==> src/rtl/ps2_kbd_rx.sv <==
// PS/2 keyboard receiver: synchronizes ps2_clk/ps2_data, deserializes 11-bit frames and
// holds the scan code behind a ready/read handshake. Define PS2_PARITY_CHECK_EN to reject bad parity.
module ps2_kbd_rx #(
   parameter int TIMEOUT_CYCLES = 2000
) (
   input  logic       clk,
   input  logic       rst_n,
   input  logic       ps2_clk,
   input  logic       ps2_data,
   input  logic       rd,
   output logic [7:0] kbd_data,
   output logic       kbd_ready,
   output logic       overrun,
   output logic       frame_err
);

   localparam int TO_W = (TIMEOUT_CYCLES > 2) ? $clog2(TIMEOUT_CYCLES) : 1;
   localparam logic [TO_W-1:0] TO_MAX = TO_W'(TIMEOUT_CYCLES - 1);

`ifdef PS2_PARITY_CHECK_EN
   localparam logic PARITY_EN = 1'b1;
`else
   localparam logic PARITY_EN = 1'b0;
`endif

   typedef enum logic [1:0] {
      S_IDLE  = 2'd0,
      S_SHIFT = 2'd1,
      S_CHECK = 2'd2
   } state_t;

   state_t            r_state;
   state_t            w_state_next;
   logic [1:0]        r_clk_sync;
   logic [1:0]        r_data_sync;
   logic              r_clk_prev;
   logic [9:0]        r_sreg;
   logic [3:0]        r_bitcnt;
   logic [TO_W-1:0]   r_to_cnt;
   logic [7:0]        r_kbd_data;
   logic              r_kbd_ready;
   logic              r_overrun;
   logic              r_frame_err;

   logic              w_fall;
   logic              w_sample;
   logic              w_timeout;
   logic              w_err_next;
   logic              w_frame_ok;
   logic              w_accept;
   logic              w_load;

   assign w_fall     = r_clk_prev & ~r_clk_sync[1];
   assign w_sample   = r_data_sync[1];
   // After 10 shifts: sreg[9]=stop, sreg[8]=parity, sreg[7:0]=data; odd parity over data+parity.
   assign w_frame_ok = r_sreg[9] & (~PARITY_EN | (^r_sreg[8:0]));
   assign w_accept   = (r_state == S_CHECK) & w_frame_ok;
   assign w_load     = w_accept & (~r_kbd_ready | rd);

   always_ff @(posedge clk) begin
      if (!rst_n) begin
         r_state <= S_IDLE;
      end else begin
         r_state <= w_state_next;
      end
   end

   always_comb begin
      w_state_next = r_state;
      w_err_next   = 1'b0;
      w_timeout    = 1'b0;
      case (r_state)
         S_IDLE: begin
            if (w_fall) begin
               if (!w_sample) begin
                  w_state_next = S_SHIFT;
               end else begin
                  w_err_next = 1'b1;
               end
            end
         end
         S_SHIFT: begin
            if (w_fall) begin
               if (r_bitcnt == 4'd9) begin
                  w_state_next = S_CHECK;
               end
            end else if (r_to_cnt == TO_MAX) begin
               w_timeout    = 1'b1;
               w_state_next = S_IDLE;
               w_err_next   = 1'b1;
            end
         end
         S_CHECK: begin
            w_state_next = S_IDLE;
            w_err_next   = ~w_frame_ok;
         end
         default: begin
            w_state_next = S_IDLE;
         end
      endcase
   end

   always_ff @(posedge clk) begin
      if (!rst_n) begin
         r_clk_sync  <= 2'b11;
         r_data_sync <= 2'b11;
         r_clk_prev  <= 1'b1;
         r_sreg      <= 10'd0;
         r_bitcnt    <= 4'd0;
         r_to_cnt    <= '0;
         r_kbd_data  <= 8'h00;
         r_kbd_ready <= 1'b0;
         r_overrun   <= 1'b0;
         r_frame_err <= 1'b0;
      end else begin
         r_clk_sync  <= {r_clk_sync[0], ps2_clk};
         r_data_sync <= {r_data_sync[0], ps2_data};
         r_clk_prev  <= r_clk_sync[1];
         r_frame_err <= w_err_next;

         if (r_state == S_IDLE) begin
            r_bitcnt <= 4'd0;
         end else if (r_state == S_SHIFT && w_fall) begin
            r_sreg   <= {w_sample, r_sreg[9:1]};
            r_bitcnt <= r_bitcnt + 4'd1;
         end

         if (r_state == S_SHIFT && !w_fall && !w_timeout) begin
            r_to_cnt <= r_to_cnt + 1'b1;
         end else begin
            r_to_cnt <= '0;
         end

         // A read in the CHECK cycle frees the holding register for the incoming byte.
         if (w_load) begin
            r_kbd_data  <= r_sreg[7:0];
            r_kbd_ready <= 1'b1;
            r_overrun   <= 1'b0;
         end else if (w_accept) begin
            r_overrun   <= 1'b1;
         end else if (rd && r_kbd_ready) begin
            r_kbd_ready <= 1'b0;
            r_overrun   <= 1'b0;
         end
      end
   end

   assign kbd_data  = r_kbd_data;
   assign kbd_ready = r_kbd_ready;
   assign overrun   = r_overrun;
   assign frame_err = r_frame_err;

endmodule

==> config.mk <==
export PLATFORM = sky130hd
export DESIGN_NAME = ps2_kbd_rx
export DESIGN_NICKNAME = d
export VERILOG_FILES = /design/src/rtl/ps2_kbd_rx.sv
export SDC_FILE = /design/constraint.sdc
export NUM_CORES = 1
export LEC_CHECK = 0
export CAP_MARGIN = 10
export CORE_ASPECT_RATIO = 1.75
export CORE_UTILIZATION = 55
export CTS_CLUSTER_DIAMETER = 40
export DETAILED_ROUTE_END_ITERATION = 12
export PLACE_DENSITY = 0.76
export SYNTH_ARGS = -nofsm -noshare
export SYNTH_HDL_FRONTEND = slang
export SYNTH_SLANG_ARGS = --single-unit
==> constraint.sdc <==
create_clock -name clk -period 1.9 [get_ports clk]
set_input_delay 0.285 -clock clk [delete_from_list [all_inputs] [get_ports clk]]
set_output_delay 0.285 -clock clk [all_outputs]
set_load 0.02 [all_outputs]
==> impl_metrics.csv, run 1 <==
group,metric,value,unit
detailed_routing,drt-vias-per-instance,5.21,
sta,slew_viol_final,0,
cells_and_area,nets,207,
detailed_routing,wl_per_cell,12.7,um
yosys,synth_ff_type,"dfxtp_1",
placed_design,dpl_cell_area,1940,um^2
global_route,grt_pass1_vias,1274,
placed_design,gp_congestion,0.715,
clock_network,root_buffer,"clkbuf_8",
yosys,yosysMostFrequentCell,"dfxtp_1",
floorplanning,die_area,3410,um^2
worst_setup_path,cp-start-kind,"flop",
yosys,synth.area.top_cells,"dfxtp_1 49%, nand2_1 5.4%, mux2i_1 4.6%",
cells_and_area,finalNonFillerCells,242,
cells_and_area,fin_util,69.4,%
yosys,synth_top_area_share,49.4,%
detailed_routing,drt_iter0_drc,19,
yosys,async_flop_share,0,%
yosys,ys_types,38,
worst_setup_path,cp_data_required_time,2080,ps
sta,max_freq,625,MHz
placed_design,detailed_place_hpwl,2260,um
cells_and_area,final_layout_size_suffix_gt1_share,9.50,%
placed_design,preCtsSetupSlack,272,ps
clock_network,post_cts_resized,0,
power_and_ir_drop,ir_worst_vdd,0.747,mV
worst_setup_path,path_class,"reg2reg",
sta,worst_pin_slew,371,ps
yosys,syn-instance-count,180,
clock_network,cts_tree,"done",
sta,final.setup.worst_slack,299,ps
power_and_ir_drop,power_leakage,0.687,nW
sta,fin_crit_sh,84.3,%
sta,finalSetupViolCount,0,
yosys,synth_edf_count,0,
worst_setup_path,path_buf_inv,0,
yosys,synth_area,1740,um^2
floorplanning,ios,16,
clock_network,htree_levels,2,
cells_and_area,num_antenna_cells,0,
sta,fin_skew,3.47,ps
worst_setup_path,max_stage_delay,370,ps
placed_design,dp.cells,234,
floorplanning,die_x,44.6,um
cells_and_area,nFillCells,243,
yosys,synth-seq-area-share,49.4,%
cells_and_area,design_area,2050,um^2
worst_setup_path,cp_max_fo,8,
sta,period_needed,1600,ps
detailed_routing,drtAntennaViolNets,0,
sta,max_slew_margin,75.0,%
global_route,grt_max_degree,30,
sta,setup_tns,0,ps
floorplanning,initial_core_util,58.9,%
run_status,status,"finished, final reports clean",
global_route,antenna_found_initial,0,
worst_setup_path,crit_arrival,1790,ps
clock_network,clock_sinks,43,
detailed_routing,drt-total-wl,3090,um
yosys,ys_ff_latch,43,
placed_design,portBuffers,15,
clock_network,holdBufCountCts,0,
sta,rsz0062_at_grt,"false",
floorplanning,die_y,76.5,um
yosys,synth_top_area_cell,"dfxtp_1",
floorplanning,num_rows,26,
detailed_routing,vias,1262,
power_and_ir_drop,p_per_area,816,nW/um^2
cells_and_area,syn_to_final_growth,17.8,%
clock_network,cts_max_path_buffers,2,
yosys,synth_warnings,0,
global_route,grt_use_total,21.1,%
worst_setup_path,endpoint_kind,"flop",
sta,worst_hold_slack,420,ps
sta,finalHoldViolCount,0,
global_route,grt.overflow.total,0,
global_route,grt_pass1_wl,5360,um
floorplanning,core,2960,um^2
clock_network,clk_pin_slew,80,ps
worst_hold_path,hp-class,"reg2reg",
worst_setup_path,path_delay_family,"simple AND/OR/NAND/NOR gates",
yosys,avgSynthCellArea,9.68,um^2
yosys,synthTopCellsByCount,"43 x dfxtp_1, 25 x nand2_1, 15 x nor2_1",
yosys,syn-num-nets,188,
clock_network,cts_made_buffers,5,
detailed_routing,drc,0,
power_and_ir_drop,finalPower,1.68,mW
detailed_routing,first_pass_iters,4,
clock_network,post_cts_buffers,0,
worst_setup_path,cp_cell_sequence,"ha_1 > nand3_1 > nor3_1 > or2_1 > nor2_1",
flow_run,drv_cap,0,
clock_network,worstSkewPairLatency,300,ps
worst_setup_path,critPathSlowestCell,"dfxtp_1",
==> cells by family after synthesis <==
family          after synthesis  synth area share (%)
simple gates                 84                  26.5
flops                        43                  49.4
compound gates               19                  7.68
xor+xnor                     11                  5.53
buf+inv                      11                  3.52
mux                           9                  5.24
fa+ha+maj                     3                  2.15
==> worst register-to-register path, cell delays in order (launching register included) <==
cell,delay [ps]
dfxtp_1,370
ha_1,190
nand3_1,290
nor3_1,250
or2_1,300
nor2_1,90
==> final cells by class <==
type	instances	area, um^2	area share (%)
timing repair buffer	19	180	8.78
clock buffer	6	82.6	4.02
clock inverter	2	35.0	1.71
tap	42	52.6	2.56
multi-input combinational	126	827	40.3
inverter	4	15.0	0.731
sequential	43	861	41.9
==> sequential cells by signal, indices dropped and copies added, names as in the netlist, 2 cells and up <==
signal / count
r_state: 2
r_clk_sync: 2
r_to_cnt: 11
kbd_data: 8
r_bitcnt: 4
r_data_sync: 2
r_sreg: 10
==> report_power, final <==
part | switching, mW | internal, mW
clock network | 0.308 | 0.425
registers | 0.00305 | 0.906
logic | 0.0138 | 0.0206
==> final timing paths <==
kind / from / end / slack, ps / depth (start not counted)
worst max-delay path: r_to_cnt[0]$_SDFF_PN0_ / r_to_cnt[3]$_SDFF_PN0_ / 300 / 5
worst min-delay path: r_clk_sync[0]$_SDFF_PN1_ / r_clk_sync[1]$_SDFF_PN1_ / 420 / 1
worst max register to register: r_to_cnt[0]$_SDFF_PN0_ / r_to_cnt[3]$_SDFF_PN0_ / 300 / 5
worst min register to register: r_clk_sync[0]$_SDFF_PN1_ / r_clk_sync[1]$_SDFF_PN1_ / 420 / 1
==> placed cells by master (no fill, tap or decap), types with 2 or more instances in the layout <==
master | netlist | final
dfxtp_1 | 43 | 43
nand2_1 | 25 | 25
nor2_1 | 15 | 15
clkdlybuf4s50_1 | 0 | 15
nor2b_1 | 12 | 12
a21boi_0 | 8 | 8
mux2i_1 | 8 | 8
nand2b_1 | 7 | 7
xor2_1 | 7 | 7
clkbuf_8 | 0 | 6
inv_1 | 4 | 4
nand4_1 | 4 | 4
nand3_1 | 4 | 4
xnor2_1 | 4 | 4
buf_4 | 1 | 4
a21boi_1 | 3 | 3
ha_1 | 3 | 3
and2b_1 | 2 | 2
o21ai_0 | 2 | 2
and3_1 | 2 | 2
nor3_1 | 2 | 2
and4_2 | 2 | 2
==> layer usage <==
layer,global-route usage [%],vias up,share of wire (%)
met5,0,-,0
met4,10.9,0,2.6
met3,5.69,7,2.7
met2,37.9,12,56
met1,20.4,603,39
li1,-,640,-
Note: power is estimated with default switching activity, not from simulation.
==> run 2, diff against run 1 <==
==> constraint.sdc (replaced) <==
create_clock -name clk -period 1.5 [get_ports clk]
set_input_delay 0.225 -clock clk [delete_from_list [all_inputs] [get_ports clk]]
set_output_delay 0.225 -clock clk [all_outputs]
set_load 0.02 [all_outputs]
==> run 2 against run 1 <==
Sequential share of layout area shrank 0.11 points. First-iteration DRC count shrank 21%. Clock power shrank 11%. Cell count grew 1.7%. Core utilization grew 0.38 points. Via count grew 1.1%. Flip-flop and latch count is the same. Wire length grew 0.62%. Sequential power grew 27%. Clock skew grew 1.9 ps. Combinational power grew 42%. Largest cell class unchanged. Highest routed layer unchanged.
==> impl_metrics.csv, run 2 (synthesized netlist as in run 1, its figures left out) <==
group,metric,value,unit
run_status,status,"finished, final reports clean",
worst_hold_path,hp-class,"reg2reg",
detailed_routing,wl_per_cell,12.6,um
cells_and_area,finalNonFillerCells,246,
clock_network,root_buffer,"clkbuf_8",
sta,finalHoldViolCount,0,
detailed_routing,top_layer_used,"met4",
sta,setup_tns,0,ps
detailed_routing,first_pass_iters,4,
detailed_routing,wl_met3,72,um
clock_network,htree_levels,2,
cells_and_area,largest_register,"r_to_cnt",
worst_setup_path,cp_cell_sequence,"clkdlybuf4s50_1",
detailed_routing,wl_met1,1210,um
clock_network,worstSkewPairLatency,290,ps
placed_design,portBuffers,15,
cells_and_area,largest_register_ffs,11,
floorplanning,ios,16,
clock_network,cts_max_path_buffers,2,
cells_and_area,final_layout_size_suffix_gt1_share,12.7,%
placed_design,dp.cells,240,
sta,max_freq,687,MHz
global_route,grt_pass1_wl,5290,um
sta,fin_skew,5.33,ps
clock_network,clock_sinks,43,
worst_setup_path,crit_arrival,1230,ps
sta,period_needed,1460,ps
power_and_ir_drop,finalPower,1.86,mW
sta,worst_pin_slew,453,ps
flow_run,drv_cap,0,
detailed_routing,drtAntennaViolNets,0,
detailed_routing,drt-total-wl,3100,um
worst_setup_path,cp_data_required_time,1270,ps
global_route,grt.overflow.total,0,
worst_setup_path,ff2ff_setup_slack,80,ps
detailed_routing,drc,0,
power_and_ir_drop,power_leakage,0.736,nW
worst_setup_path,path_delay_family,"buffers and inverters",
detailed_routing,wl_met2,1740,um
floorplanning,die_area,3410,um^2
worst_setup_path,path_buf_inv,1,
clock_network,cts_made_buffers,5,
detailed_routing,drt_iter0_drc,15,
detailed_routing,drt-vias-per-instance,5.19,
sta,fin_crit_sh,97.0,%
floorplanning,initial_core_util,58.9,%
global_route,grt_use_total,21.0,%
floorplanning,die_x,44.6,um
floorplanning,num_rows,26,
worst_setup_path,path_class,"reg2out",
sta,max_slew_margin,69.5,%
worst_setup_path,endpoint_kind,"primary output",
cells_and_area,layout_commonest_cell,"dfxtp_1",
cells_and_area,num_antenna_cells,0,
power_and_ir_drop,ir_worst_vdd,0.979,mV
clock_network,post_cts_buffers,0,
global_route,antenna_found_initial,0,
worst_setup_path,cp_max_fo,2,
global_route,grt_pass1_vias,1245,
worst_setup_path,critPathSlowestCell,"clkdlybuf4s50_1",
detailed_routing,vias,1276,
placed_design,gp_congestion,0.724,
cells_and_area,nets,213,
worst_setup_path,max_stage_delay,600,ps
power_and_ir_drop,p_per_area,899,nW/um^2
cells_and_area,syn_to_final_growth,18.4,%
worst_setup_path,cp-start-kind,"flop",
placed_design,dpl_cell_area,1980,um^2
clock_network,cts_tree,"done",
placed_design,detailed_place_hpwl,2270,um
clock_network,clk_pin_slew,70,ps
floorplanning,core,2960,um^2
floorplanning,die_y,76.5,um
cells_and_area,final_cell_mix,"41 x dfxtp_1, 25 x nand2_1, 15 x nor2_1",
sta,rsz0062_at_grt,"false",
sta,finalSetupViolCount,0,
cells_and_area,design_area,2060,um^2
clock_network,holdBufCountCts,0,
sta,slew_viol_final,0,
global_route,grt_max_degree,16,
## run 2: layout make-up
cell class | instances | area (um^2)
Fill cell | 255 | 896
Tap cell | 42 | 52.6
Sequential cell | 43 | 863
Inverter | 4 | 15.0
Multi-Input combinational cell | 126 | 832
Timing Repair Buffer | 25 | 229
Clock buffer | 6 | 72.6
## run 2: metal layers
layer  track usage (%)  up-vias
met4              10.0        0
li1                  -      649
met1              21.2      611
met2              37.4       10
met5                 0        -
met3              5.69        6
## run 2: final timing paths
| path | startpoint | to | depth (start not counted) |
|---|---|---|---|
| worst max register to register | r_to_cnt[10]$_SDFF_PN0_ | r_state[0]$_SDFFE_PN0P_ | 4 |
| worst max-delay path | kbd_data[0]$_SDFFE_PN0P_ | kbd_data[0] | 1 |
| worst min-delay path | r_data_sync[0]$_SDFF_PN1_ | r_data_sync[1]$_SDFF_PN1_ | 1 |
| worst min register to register | r_data_sync[0]$_SDFF_PN1_ | r_data_sync[1]$_SDFF_PN1_ | 1 |
## run 2: repair_timing
action | 4_1_cts | 5_1_grt
pin swaps | 0 | 1
resized for setup | 1 | 6
hold endpoints to repair | 0 | 0
endpoints found under the setup margin | 1 | 17
## run 2: stage by stage
stage / hold slack [ps] / setup slack [ps] / utilization, %
3_5_place_dp: 393 / -76.8 / 66.9
5_1_grt: 446 / 4.16 / 69.7
4_1_cts: 418 / 5.67 / 69.3
6_report: 420 / 44.8 / 69.7
3_3_place_gp: 394 / 5.42 / 66.9
2_1_floorplan: 326 / 102 / -
## run 2: power breakdown
part | total [mW] | internal (mW) | switching, mW
registers | 1.15 | 1.15 | 0.00364
logic | 0.0488 | 0.0297 | 0.0191
clock network | 0.656 | 0.310 | 0.346
==> run 3, diff against run 2 <==
--- a/config.mk
+++ b/config.mk
@@ -14,3 +14,4 @@
 export SYNTH_ARGS = -nofsm -noshare
 export SYNTH_HDL_FRONTEND = slang
 export SYNTH_SLANG_ARGS = --single-unit
+export TNS_END_PERCENT = 10
==> results of run 3 <==
Same layout as run 2: the final DEF is identical, and so are final timing and power.
